<file path="src/rtl/mem_arbiter.sv">
// Arbitrates one single-port memory between instruction fetch (IF) and load/store (LS).
// One transaction in flight: IDLE grants, BUSY waits for mem_ack_i or timeout, RESP acks the requester.
module mem_arbiter #(
  parameter int unsigned TIMEOUT      = 16,
  parameter int unsigned MAX_LS_BURST = 4
) (
  input  logic        clk,
  input  logic        rst,
  input  logic        if_req_i,
  input  logic [31:0] if_addr_i,
  output logic [31:0] if_rdata_o,
  output logic        if_ack_o,
  input  logic        ls_req_i,
  input  logic        ls_wen_i,
  input  logic [31:0] ls_addr_i,
  input  logic [31:0] ls_wdata_i,
  input  logic [3:0]  ls_wmask_i,
  output logic [31:0] ls_rdata_o,
  output logic        ls_ack_o,
  output logic        ls_hold_o,
  output logic        err_o,
  output logic        mem_req_o,
  output logic        mem_wen_o,
  output logic [31:0] mem_addr_o,
  output logic [31:0] mem_wdata_o,
  output logic [3:0]  mem_wmask_o,
  input  logic [31:0] mem_rdata_i,
  input  logic        mem_ack_i,
  output logic [1:0]  state_dbg
);
  // Handshake: *_req_i is a level held with its fields until the one-cycle *_ack_o;
  // a request still high after the ack edge is seen in IDLE as a new request.
  typedef enum logic [1:0] {IDLE = 2'd0, BUSY = 2'd1, RESP = 2'd2} state_t;

  localparam logic [3:0] STREAK_MAX = 4'(MAX_LS_BURST);
  localparam logic [7:0] WAIT_LAST  = 8'(TIMEOUT - 1);

  state_t      state;
  logic [3:0]  ls_streak;
  logic [7:0]  wait_cnt;
  logic        owner_ls;
  logic        grant_ls;
  logic        grant_if;
  logic        done;
  logic [31:0] resp_data;

  // LS normally wins; IF gets through once LS has won MAX_LS_BURST times in a row over it.
  always_comb begin
    grant_ls = ls_req_i && !(if_req_i && (ls_streak == STREAK_MAX));
    grant_if = if_req_i && !grant_ls;
  end

  // An ack on the final wait cycle still counts as a normal completion.
  assign done      = mem_ack_i || (wait_cnt == WAIT_LAST);
  assign resp_data = (mem_ack_i && !mem_wen_o) ? mem_rdata_i : 32'h0;
  assign ls_hold_o = ls_req_i & ~ls_ack_o;
  assign state_dbg = state;

  always_ff @(posedge clk) begin
    if (rst) begin
      state       <= IDLE;
      ls_streak   <= '0;
      wait_cnt    <= '0;
      owner_ls    <= 1'b0;
      if_rdata_o  <= '0;
      if_ack_o    <= 1'b0;
      ls_rdata_o  <= '0;
      ls_ack_o    <= 1'b0;
      err_o       <= 1'b0;
      mem_req_o   <= 1'b0;
      mem_wen_o   <= 1'b0;
      mem_addr_o  <= '0;
      mem_wdata_o <= '0;
      mem_wmask_o <= '0;
    end else begin
      if_ack_o <= 1'b0;
      ls_ack_o <= 1'b0;
      err_o    <= 1'b0;
      case (state)
        IDLE: begin
          wait_cnt <= '0;
          if (grant_ls) begin
            state       <= BUSY;
            owner_ls    <= 1'b1;
            mem_req_o   <= 1'b1;
            mem_wen_o   <= ls_wen_i;
            mem_addr_o  <= ls_addr_i;
            mem_wdata_o <= ls_wdata_i;
            mem_wmask_o <= ls_wmask_i;
            if (!if_req_i) begin
              ls_streak <= '0;
            end else if (ls_streak != STREAK_MAX) begin
              ls_streak <= ls_streak + 4'd1;
            end
          end else if (grant_if) begin
            state       <= BUSY;
            owner_ls    <= 1'b0;
            mem_req_o   <= 1'b1;
            mem_wen_o   <= 1'b0;
            mem_addr_o  <= if_addr_i;
            mem_wdata_o <= '0;
            mem_wmask_o <= '0;
            ls_streak   <= '0;
          end else begin
            ls_streak <= '0;
          end
        end
        BUSY: begin
          if (done) begin
            state     <= RESP;
            mem_req_o <= 1'b0;
            err_o     <= !mem_ack_i;
            if (owner_ls) begin
              ls_ack_o   <= 1'b1;
              ls_rdata_o <= resp_data;
            end else begin
              if_ack_o   <= 1'b1;
              if_rdata_o <= resp_data;
            end
          end else begin
            wait_cnt <= wait_cnt + 8'd1;
          end
        end
        RESP: begin
          state <= IDLE;
        end
        default: begin
          state <= IDLE;
        end
      endcase
    end
  end
endmodule

</file>
<file path="config.mk">
export PLATFORM = sky130hd
export DESIGN_NAME = mem_arbiter
export DESIGN_NICKNAME = d
export VERILOG_FILES = /design/src/rtl/mem_arbiter.sv
export SDC_FILE = /design/constraint.sdc
export NUM_CORES = 1
export LEC_CHECK = 0
export ABC_AREA = 1
export BUFFER_PORTS_ARGS = -buffer_cell sky130_fd_sc_hd__buf_2
export CAP_MARGIN = 20
export CORE_UTILIZATION = 40
export CTS_BUF_LIST = sky130_fd_sc_hd__clkbuf_2 sky130_fd_sc_hd__clkbuf_4 sky130_fd_sc_hd__clkbuf_8
export CTS_CLUSTER_DIAMETER = 200
export DETAILED_ROUTE_END_ITERATION = 10
export GPL_ROUTABILITY_DRIVEN = 0
export GPL_TIMING_DRIVEN = 1
export HOLD_SLACK_MARGIN = 0.08
export PLACE_DENSITY = 0.68
export SLEW_MARGIN = 5
export SYNTH_ARGS = -nofsm -noshare
export SYNTH_HDL_FRONTEND = slang
export SYNTH_SLANG_ARGS = --single-unit
</file>
<file path="constraint.sdc">
create_clock -name clk -period 4.46 [get_ports clk]
set_input_delay 0.892 -clock clk [delete_from_list [all_inputs] [get_ports clk]]
set_output_delay 0.892 -clock clk [all_outputs]
set_load 0.05 [all_outputs]
</file>
Yosys cells after proc, flatten, opt, wreduce, memory -nomap -nowiden
Cells that the tools add are included.
{"block": "op_classes", "add_sub_neg": 2, "mul": 0, "n_div": 0, "order_cmp": 0, "eq_ne": 8, "n_shift": 0, "muxes": 25, "n_bitwise": 5, "reduce_logical": 20}
{"operator": "32-bit two-way mux", "n": 5}
{"operator": "4-bit two-way mux", "n": 5}
{"operator": "8-bit one-hot mux with 2 select lines", "n": 1}
{"operator": "3-bit AND reduction", "n": 3}
{"operator": "8-bit by 1-bit adder with 8-bit output, second input constant", "n": 1}
{"operator": "8-bit by 4-bit equality test with 1-bit output, second input constant", "n": 1}
{"operator": "1-bit two-way mux", "n": 8}
{"operator": "8-bit two-way mux", "n": 1}
{"operator": "2-bit AND reduction", "n": 4}
{"operator": "2-bit two-way mux", "n": 3}
{"operator": "4-bit by 1-bit adder with 4-bit output, second input constant", "n": 1}
{"operator": "4-bit by 3-bit equality test with 1-bit output, second input constant", "n": 1}
{"operator": "1-bit logical AND", "n": 4}
{"operator": "1-bit logical NOT", "n": 4}
{"operator": "2-bit != test, second input constant", "n": 2}
{"operator": "4-bit by 3-bit != test with 1-bit output, second input constant", "n": 1}
{"operator": "1-bit NOT", "n": 4}
{"operator": "2-bit one-hot mux with 2 select lines", "n": 1}
{"operator": "2-bit nonzero test", "n": 2}
{"operator": "3-bit by 2-bit != test with 1-bit output, second input constant", "n": 1}
{"operator": "3-bit != test, second input constant", "n": 1}
{"operator": "3-bit OR reduction", "n": 1}
{"operator": "2-bit by 1-bit equality test with 1-bit output, second input constant", "n": 1}
{"operator": "2-bit logical NOT", "n": 1}
{"operator": "other kinds (3)", "n": 3}
{"block": "word_totals", "regBits": 152, "latchBits": 0, "ramBits": 0, "rom_bits": 0, "in_bits": 138, "out_inout_bits": 140, "mem_count": 0}

Logic depth before layout (Yosys ltp)
Gate-level depths: netlist (run 1).
{"block": "depth", "word_depth": 9, "mapped_depth": 11, "mapped_depth_nobuf": 9}

Worst setup path before layout (run 1)
Ideal clock, no wire load.
{"block": "synth_path", "path_kind": "input to output", "start": "in ls_req_i", "end": "out ls_hold_o", "arrival_ns": 1.558, "t_required_ns": 3.568, "path_slack_ns": 2.010, "cell_stages": 2, "path_buffers": 0, "cell_sequence": "inv_1 -> nor2_1"}
{"block": "synth_between", "elab_chain_len": 1}
{"item": "from (decl)", "line": "13", "rtl": "input logic ls_req_i,"}
{"item": "1-bit bitwise AND", "line": "56", "rtl": "assign ls_hold_o = ls_req_i & ~ls_ack_o;"}
{"item": "to (decl)", "line": "20", "rtl": "output logic ls_hold_o,"}
No other way between the ends.

Final worst setup path (run 1)
{"block": "layout_path", "start": "reg owner_ls", "end": "reg if_rdata_o[21]"}
{"block": "layout_between", "elab_chain_len": 2}
{"item": "from (decl)", "line": "41", "rtl": "logic owner_ls;"}
{"item": "from (signal assigned)", "line": "64", "rtl": "owner_ls <= 1'b0;"}
{"item": "from (signal assigned)", "line": "84", "rtl": "owner_ls <= 1'b1;"}
{"item": "from (signal assigned)", "line": "97", "rtl": "owner_ls <= 1'b0;"}
{"item": "1-bit NOT (no line)"}
{"item": "3-bit AND reduction (no line)"}
{"item": "to (signal assigned)", "line": "118", "rtl": "if_rdata_o <= resp_data;"}
{"item": "to (decl)", "line": "11", "rtl": "output logic [31:0] if_rdata_o,"}
No other way between the ends.
A chain may end at the register's enable or synchronous reset.

==> impl_metrics.py, run 1 <==
metrics = {
    "timing": {
        "setup_viol_count_final": 0,
        "fin_crit_sh_pct": 59.6,
        "tns_ns": 0,
        "min_period_ns": 2.66,
        "worst_pin_slew_ns": 0.994,
        "holdWs_ns": 0.463,
        "skew_ns": 0.0140,
        "hold_viol_final": 0,
        "slew_headroom_pct": 33.8,
        "slew_viol_final": 0,
        "max_freq_mhz": 376,
        "rsz0062_at_grt": "false",
    },
    "final_layout": {
        "utilization_pct": 53.4,
        "drive_gt1_share_pct": 26.3,
        "final_cells": 1469,
        "final_cell_mix": "287 x nand2_1, 277 x buf_2, 163 x inv_1, 152 x dfxtp_1, 113 x nor2_1",
        "mostFrequentLayoutCell": "nand2_1",
        "n_fill_cell": 1665,
        "synthToLayoutAreaGrowth_pct": 28.2,
        "finalNetCount": 1380,
        "final_area_um2": 8600,
    },
    "clock_tree": {
        "cts_buffer_depth": 2,
        "cts_buffers": 17,
        "clkTransAtPathRegs_ns": 0.08,
        "htree_levels": 4,
        "clkSinkCount": 152,
        "post_cts_buffers": 0,
        "root_buffer": "clkbuf_8",
        "hold_buffers": 0,
        "cts_tree": "done",
        "post_cts_resize_count": 0,
        "clock_latency_ns": 0.44,
    },
    "critical_path": {
        "reg2regPathDepth": 5,
        "reg2reg_to": "if_rdata_o[21]",
        "worstPathRequired_ns": 4.77,
        "arrival_ns": 2.97,
        "critPathMaxFanout": 48,
        "cp-start-kind": "register",
        "reg2reg_from": "owner_ls",
        "crit_type": "register to register",
        "endpoint": "if_rdata_o[21]",
        "crit_start": "owner_ls",
        "endpoint_kind": "register",
        "rrSetupSlack_ns": 1.80,
    },
    "run_status": {
        "outcome": "complete, no violations",
    },
    "yosys": {
        "synth.avg_cell_area_um2": 6.75,
        "synth_cells": 994,
        "yosysSeqAreaShare_pct": 45.4,
        "syn_area_um2": 6710,
        "syn-num-nets": 1135,
        "ys_warn_count": 0,
        "synth_cell_types": 27,
        "synth_seq_cells": 152,
    },
    "floorplanning": {
        "ioPinCount": 278,
        "die-area_um2": 17300,
        "die_w_um": 131,
        "num_rows": 46,
        "start_util_pct": 41.6,
        "core_area_um2": 16100,
        "die_height_um": 131,
    },
    "drt": {
        "drt_wl_total_um": 18900,
        "ant_nets": 0,
        "vias": 6742,
        "viasPerCell": 4.59,
        "drt_iter0_markers": 399,
        "routedWlPerCell_um": 12.8,
        "post-route-drc-count": 0,
        "drtPass1Iterations": 5,
    },
    "global_route": {
        "grt_overflow": 0,
        "grt_pass1_vias": 6121,
        "grt_max_degree": 52,
        "track_usage_pct": 21.6,
        "grt_antenna_before_repair": 1,
        "grt_pass1_wl_um": 30200,
    },
    "place": {
        "place_inst": 1436,
        "hpwl_um": 12900,
        "io_buffers": 277,
        "place_area_um2": 8180,
    },
    "pwr": {
        "switchingPower_mw": 1.14,
        "internal-power_mw": 2.24,
        "p_sw_share_pct": 33.7,
        "power_density_nw_per_um2": 393,
        "peakVddDrop_mv": 0.223,
        "combPwrFrac_pct": 23.0,
        "seqPwrFrac_pct": 43.9,
        "p_leak_nw": 4.85,
        "p_clk_share_pct": 33.0,
    },
    "hold_path": {
        "hold_class": "register to register",
    },
    "flow_run": {
        "maxCapViolCount": 0,
    },
}
-- how the worst min path moves through the flow --
| stage | from | endpoint | slack (ns) | cells after the start |
|---|---|---|---|---|
| after floorplan | wait_cnt[0] | wait_cnt[0] | 0.45 | 1 |
| after global placement | mem_wmask_o[1] | mem_wmask_o[1] | 0.45 | 2 |
| after detailed placement | mem_wmask_o[3] | mem_wmask_o[3] | 0.45 | 2 |
| after CTS | mem_wmask_o[3] | mem_wmask_o[3] | 0.47 | 2 |
| after global routing | mem_wdata_o[3] | mem_wdata_o[3] | 0.48 | 2 |
| final | mem_wmask_o[3] | mem_wmask_o[3] | 0.46 | 2 |
-- cell families after synthesis --
logic type | share of synthesized area [%]
and+or+nand+nor | 27.9
buffers and inverters | 13.2
AOI/OAI and AO/OA | 12.9
DFF | 45.4
adders and majority gates | 0.560
xor gates and xnor gates | 0.131
-- flip-flops by register name, summed over array words and instances, names as in the netlist, 2 cells and up --
register	cells
if_rdata_o	32
ls_rdata_o	32
mem_addr_o	32
mem_wdata_o	32
wait_cnt	8
ls_streak	4
mem_wmask_o	4
state_dbg	2
-- cells in the mapped netlist (all sizes together) --
| library cell | number | area, um2 |
|---|---|---|
| nand2 | 288 | 1090 |
| inv | 165 | 619 |
| dfxtp | 152 | 3040 |
| nor2 | 118 | 460 |
| a21oi | 82 | 410 |
| o21ai | 40 | 204 |
| clkbuf | 37 | 140 |
| nand4 | 34 | 213 |
| a21o | 32 | 240 |
| buf | 21 | 120 |
| nand3 | 14 | 85.1 |
| ha | 3 | 37.5 |
| nor3 | 3 | 15.0 |
| clkinv | 2 | 7.51 |
| nor4 | 1 | 6.26 |
| o21a | 1 | 7.51 |
| xor2 | 1 | 8.76 |
-- metal layers --
metal  part of all wire [%]  track usage, %  vias up
li1                       -               -     3520
met1                     46            27.5     2967
met2                     46            34.8      239
met3                    7.0            6.13       16
met4                    1.6            7.36        0
met5                      0               0        -
-- final cells by class --
type | instances | area [um2] | share of cell area (%)
repair buffers | 284 | 1440 | 16.7
clock buffers | 21 | 277 | 3.22
multi-input cells | 617 | 2800 | 32.5
well taps | 216 | 270 | 3.14
clock inverters | 11 | 144 | 1.67
flip-flops and latches | 152 | 3040 | 35.4
diodes | 1 | 2.50 | 0.0291
inverters | 167 | 627 | 7.29
-- power groups by stage --
| stage | Clock, mW | Combinational, mW | Sequential (mW) |
|---|---|---|---|
| after floorplan | 0 | 0.286 | 1.80 |
| after global placement | 0 | 0.776 | 1.51 |
| after detailed placement | 0 | 0.781 | 1.52 |
| after CTS | 1.15 | 0.783 | 1.49 |
| after global routing | 1.21 | 0.846 | 1.50 |
| final | 1.12 | 0.779 | 1.49 |
-- per-stage QoR --
stage          power (mW)  setup slack, ns
2_1_floorplan        2.08             2.01
3_3_place_gp         2.29             1.69
3_5_place_dp         2.30             1.66
4_1_cts              3.42             1.85
5_1_grt              3.55             1.57
6_report             3.38             1.80
-- critical path: stages, from the launching register on --
cell      delay [ns]
dfxtp_1         0.71
clkinv_1        0.66
nand3_2         0.90
nand2_1         0.10
nand2_1         0.09
nor2_1          0.05
No activity file was read; power rests on OpenSTA's default activity.
==> inputs of run 2 (changes only) <==
PLACE_DENSITY = 0.71   (was 0.68)
clock period = 2.19 ns   (was 4.46 ns; I/O delays follow)
==> run 2 against run 1 <==
  * Non-clock buffer count rose by 8
  * Combinational power is 110% higher
  * Clock power rose by 120%
  * Utilization grew 0.80 points
  * Final cell count rose by 0.54%
  * Sequential power grew 100%
  * Clock skew is essentially flat
  * Sequential share of layout area down 0.52 points
  * Worst setup slack worse by 1.3 ns
  * Global-route usage barely moved
  * Via count rose by 0.55%
  * Fmax rose by 55%
==> impl_metrics.py, run 2 (synthesis results as in run 1) <==
metrics = {
    "timing": {
        "slew_viol_final": 0,
        "rsz0062_at_grt": "false",
        "hold_viol_final": 0,
        "worst_pin_slew_ns": 0.556,
        "slew_headroom_pct": 62.9,
        "fin_crit_sh_pct": 78.4,
        "skew_ns": 0.0135,
        "holdWs_ns": 0.219,
        "fin_ws_ns": 0.474,
        "max_freq_mhz": 583,
        "tns_ns": 0,
        "setup_viol_count_final": 0,
        "min_period_ns": 1.72,
    },
    "pwr": {
        "power_density_nw_per_um2": 808,
        "peakVddDrop_mv": 0.410,
        "p_leak_nw": 4.91,
        "seqPwrFrac_pct": 42.8,
        "internal-power_mw": 4.59,
        "p_sw_share_pct": 35.0,
        "p_total_mw": 7.05,
        "combPwrFrac_pct": 22.9,
        "p_clk_share_pct": 34.3,
        "switchingPower_mw": 2.47,
    },
    "final_layout": {
        "finalNetCount": 1388,
        "final_cell_mix": "287 x nand2_1, 277 x buf_2, 163 x inv_1, 152 x dfxtp_1, 113 x nor2_1",
        "drive_gt1_share_pct": 26.7,
        "final_area_um2": 8730,
        "mostFrequentLayoutCell": "nand2_1",
        "synthToLayoutAreaGrowth_pct": 30.2,
    },
    "clock_tree": {
        "clkTransAtPathRegs_ns": 0.10,
        "root_buffer": "clkbuf_8",
        "cts_buffers": 17,
        "cts_buffer_depth": 2,
        "htree_levels": 4,
        "clkSinkCount": 152,
        "hold_buffers": 0,
        "post_cts_buffers": 0,
        "post_cts_resize_count": 0,
        "clock_latency_ns": 0.45,
        "cts_tree": "done",
    },
    "critical_path": {
        "critPathMaxFanout": 51,
        "cpMaxStageDelayCell": "buf_4",
        "reg2regPathDepth": 10,
        "crit_path_frequent_cell": "nand2_1",
        "worstPathRequired_ns": 2.54,
        "cp-start-kind": "register",
        "crit_type": "register to register",
        "max_stage_delay_ns": 0.43,
        "path_cells": "ha_1 -> nand2_1 -> nor2_2 -> nand3_2 -> nand2_4 -> nand3_2 -> buf_4 -> nand2_1 -> nand2_1 -> nor2_1",
        "endpoint_kind": "register",
        "arrival_ns": 2.07,
    },
    "drt": {
        "routedWlPerCell_um": 12.6,
        "wl_met1_um": 8040,
        "routed-wl-met3_um": 1310,
        "post-route-drc-count": 0,
        "vias": 6779,
        "drt_wl_total_um": 18600,
        "drtPass1Iterations": 4,
        "highest_layer": "met5",
        "drt_iter0_markers": 409,
        "ant_nets": 0,
        "met2_length_um": 8990,
        "viasPerCell": 4.59,
    },
    "floorplanning": {
        "die-area_um2": 17300,
        "core_area_um2": 16100,
        "die_height_um": 131,
        "ioPinCount": 278,
        "num_rows": 46,
        "die_w_um": 131,
        "start_util_pct": 41.6,
    },
    "place": {
        "place_area_um2": 8280,
        "hpwl_um": 12600,
        "place_worst_setup_slack_ns": 0.496,
        "io_buffers": 277,
    },
    "hold_path": {
        "hold_class": "input pin to register",
        "min_delay_path_depth": 3,
    },
    "flow_run": {
        "maxCapViolCount": 0,
    },
    "run_status": {
        "outcome": "complete, no violations",
    },
    "global_route": {
        "grt_overflow": 0,
        "grt_antenna_before_repair": 2,
        "grt_pass1_wl_um": 30600,
        "grt_max_degree": 69,
        "grt_pass1_vias": 6239,
        "track_usage_pct": 21.6,
    },
}
run 2: path summary, 6_finish.rpt:
path,from,to,slack (ns)
max,wait_cnt[0],ls_rdata_o[14],0.47
min reg2reg,mem_wdata_o[23],mem_wdata_o[23],0.47
min,ls_wdata_i[20],mem_wdata_o[20],0.22
max reg2reg,wait_cnt[0],ls_rdata_o[14],0.47
run 2: cell type report:
| type | instances | area (um2) |
|---|---|---|
| Fill cell | 1636 | 7390 |
| Inverter | 167 | 627 |
| Clock inverter | 14 | 204 |
| Clock buffer | 18 | 248 |
| Timing Repair Buffer | 292 | 1540 |
| Sequential cell | 152 | 3040 |
| Tap cell | 216 | 270 |
| Multi-Input combinational cell | 617 | 2800 |
| Antenna cell | 1 | 2.50 |
run 2: metal layers:
layer  track usage (%)  up-vias
met5                 0        -
met4              7.36        2
met3              5.25       21
met2              36.3      242
met1              26.8     2976
li1                  -     3538
run 2: power groups by stage:
stage | Clock (mW) | Sequential (mW) | Combinational, mW
final | 2.42 | 3.02 | 1.61
after global routing | 2.60 | 3.04 | 1.75
after CTS | 2.48 | 3.02 | 1.62
after detailed placement | 0 | 3.08 | 1.62
after global placement | 0 | 3.07 | 1.61
after floorplan | 0 | 3.66 | 0.583
run 2: stage by stage:
step                std cells  utilization, %
floorplan                 994               -
global placement         1444            51.4
detailed placement       1444            51.4
CTS                      1476            54.2
global route             1477            54.2
finish                   1477            54.2
run 2: critical path: cells and delay by family, from the launching register on:
kind	cells	cell delay (ns)
simple gates	8	0.61
buf+inv	1	0.43
flops	1	0.35
fa+ha+maj	1	0.21
==> inputs of run 3 (changes only) <==
clock period = 1.4 ns   (was 2.19 ns; I/O delays follow)
==> run 3 against run 2 <==
  * The run now ends with setup timing left
  * Worst hold slack worse by 0.087 ns
  * Combinational power increased by 110%
  * Global-route usage rose by 2.1 points
  * Clock-buffer cell count is 1 higher
  * Total power rose by 67%
  * Via count increased by 13%
  * Critical path type unchanged
  * Critical endpoint is now ls_rdata_o[29]
==> impl_metrics.py, run 3 (synthesis results as in run 1) <==
metrics = {
    "run_status": {
        "outcome": "finished with violations",
        "violations": "setup timing",
    },
    "flow_run": {
        "maxCapViolCount": 0,
    },
    "final_layout": {
        "final_area_um2": 11100,
        "utilization_pct": 68.8,
        "finalNetCount": 1492,
        "final_cell_mix": "254 x buf_2, 181 x nand2_1, 148 x inv_1, 146 x dfxtp_1, 100 x nor2_1",
        "final_cells": 1581,
        "drive_gt1_share_pct": 43.9,
        "mostFrequentLayoutCell": "buf_2",
        "synthToLayoutAreaGrowth_pct": 65.4,
    },
    "critical_path": {
        "crit_cells": 10,
        "rrSetupSlack_ns": -0.18,
        "reg2reg_from": "wait_cnt[0]",
        "endpoint": "ls_rdata_o[29]",
        "reg2reg_to": "ls_rdata_o[29]",
        "crit_type": "register to register",
        "cpMaxStageDelayCell": "dfxtp_2",
        "critPathMaxFanout": 8,
        "endpoint_kind": "register",
        "path_cells": "ha_4 -> nand2_4 -> nor2_4 -> nand3_4 -> nand2_4 -> buf_8 -> buf_4 -> nand4_1 -> nand2_1 -> nor2_1",
        "max_stage_delay_ns": 0.36,
        "crit_start": "wait_cnt[0]",
        "reg2regPathDepth": 10,
        "crit_path_frequent_cell": "nand2_4",
        "worstPathRequired_ns": 1.75,
        "arrival_ns": 1.93,
        "crit_family": "simple AND/OR/NAND/NOR gates",
        "path_buf_inv": 2,
        "cp-start-kind": "register",
    },
    "clock_tree": {
        "cts_buffer_depth": 2,
        "clkTransAtPathRegs_ns": 0.09,
        "cts_buffers": 17,
        "clkSinkCount": 152,
        "cts_tree": "done",
        "clock_latency_ns": 0.46,
        "root_buffer": "clkbuf_8",
        "htree_levels": 4,
    },
    "floorplanning": {
        "die_w_um": 131,
        "die-area_um2": 17300,
        "start_util_pct": 41.6,
        "core_area_um2": 16100,
        "ioPinCount": 278,
        "die_height_um": 131,
        "num_rows": 46,
    },
    "pwr": {
        "p_total_mw": 11.8,
        "power_density_nw_per_um2": 1060,
        "peakVddDrop_mv": 0.859,
        "p_leak_nw": 5.90,
    },
    "drt": {
        "drt_wl_total_um": 24100,
        "highest_layer": "met4",
        "routed-wl-met3_um": 1640,
        "post-route-drc-count": 0,
        "wl_met1_um": 9400,
        "met2_length_um": 12300,
        "drtPass1Iterations": 5,
        "ant_nets": 0,
        "drt_iter0_markers": 465,
        "viasPerCell": 4.86,
        "routedWlPerCell_um": 15.3,
        "vias": 7690,
    },
    "place": {
        "place_area_um2": 8630,
        "hpwl_um": 13200,
        "place_inst": 1473,
        "io_buffers": 277,
        "place_worst_setup_slack_ns": -0.122,
    },
    "global_route": {
        "grt_pass1_vias": 6871,
        "grt_max_degree": 58,
        "track_usage_pct": 23.7,
        "grt_overflow": 0,
        "grt_antenna_before_repair": 1,
        "grt_pass1_wl_um": 33200,
    },
    "timing": {
        "max_freq_mhz": 632,
        "slew_headroom_pct": 73.9,
        "hold_viol_final": 0,
        "min_period_ns": 1.58,
        "fin_crit_sh_pct": 113,
        "worst_pin_slew_ns": 0.391,
        "fin_ws_ns": -0.183,
        "skew_ns": 0.0132,
        "setup_viol_count_final": 137,
        "rsz0062_at_grt": "true",
        "slew_viol_final": 0,
    },
    "hold_path": {
        "hold_class": "input pin to register",
    },
}
[run 3: per-stage QoR]
stage / hold WS, ns / setup TNS (ns)
after floorplan: 0.423 / -3.00
after global placement: 0.449 / -6.69
after detailed placement: 0.453 / -10.68
after CTS: 0.109 / -5.21
after global routing: 0.124 / -24.41
final: 0.131 / -12.47
[run 3: final cells by class]
class | count | area, um2
antenna | 1 | 2.50
sequential | 152 | 3050
clock buffer | 19 | 255
timing repair buffer | 396 | 3040
multi-input combinational | 617 | 3660
fill | 1269 | 5020
inverter | 167 | 642
clock inverter | 13 | 169
tap | 216 | 270
[run 3: layer usage]
metal  track usage (%)  vias up
met1              27.8     3549
met4              8.98        0
li1                  -     3753
met2              41.6      327
met5                 0        -
met3              5.67       61
[run 3: power by group]
group	leakage, nW	total [mW]	switching (mW)	internal, mW
logic	4.44	3.43	2.23	1.20
registers	1.24	4.73	0.139	4.59
clock network	0.216	3.63	1.78	1.85
[run 3: repair_timing]
action | CTS | global route
gates resized for setup | 52 | 264
setup buffers | 7 | 6
hold endpoints to repair | 37 | 0
hold buffers | 37 | 0
pin swaps | 5 | 85
setup endpoints to repair | 151 | 171
cloned | 7 | 18
[run 3: worst min-delay path by stage]
stage	end	slack, ns	start	depth (start not counted)
finish	mem_addr_o[28]	0.13	ls_addr_i[28]	4
global route	mem_addr_o[28]	0.12	ls_addr_i[28]	4
CTS	mem_addr_o[28]	0.11	ls_addr_i[28]	4
detailed placement	mem_wdata_o[31]	0.45	mem_wdata_o[31]	2
global placement	mem_wdata_o[17]	0.45	mem_wdata_o[17]	2
floorplan	mem_wdata_o[0]	0.42	ls_wdata_i[0]	2
[run 3: worst register-to-register path: stages (launching register included)]
cell and delay, ns:
dfxtp_2 0.36, ha_4 0.15, nand2_4 0.05, nor2_4 0.11
nand3_4 0.09, nand2_4 0.13, buf_8 0.16, buf_4 0.13
nand4_1 0.15, nand2_1 0.10, nor2_1 0.05
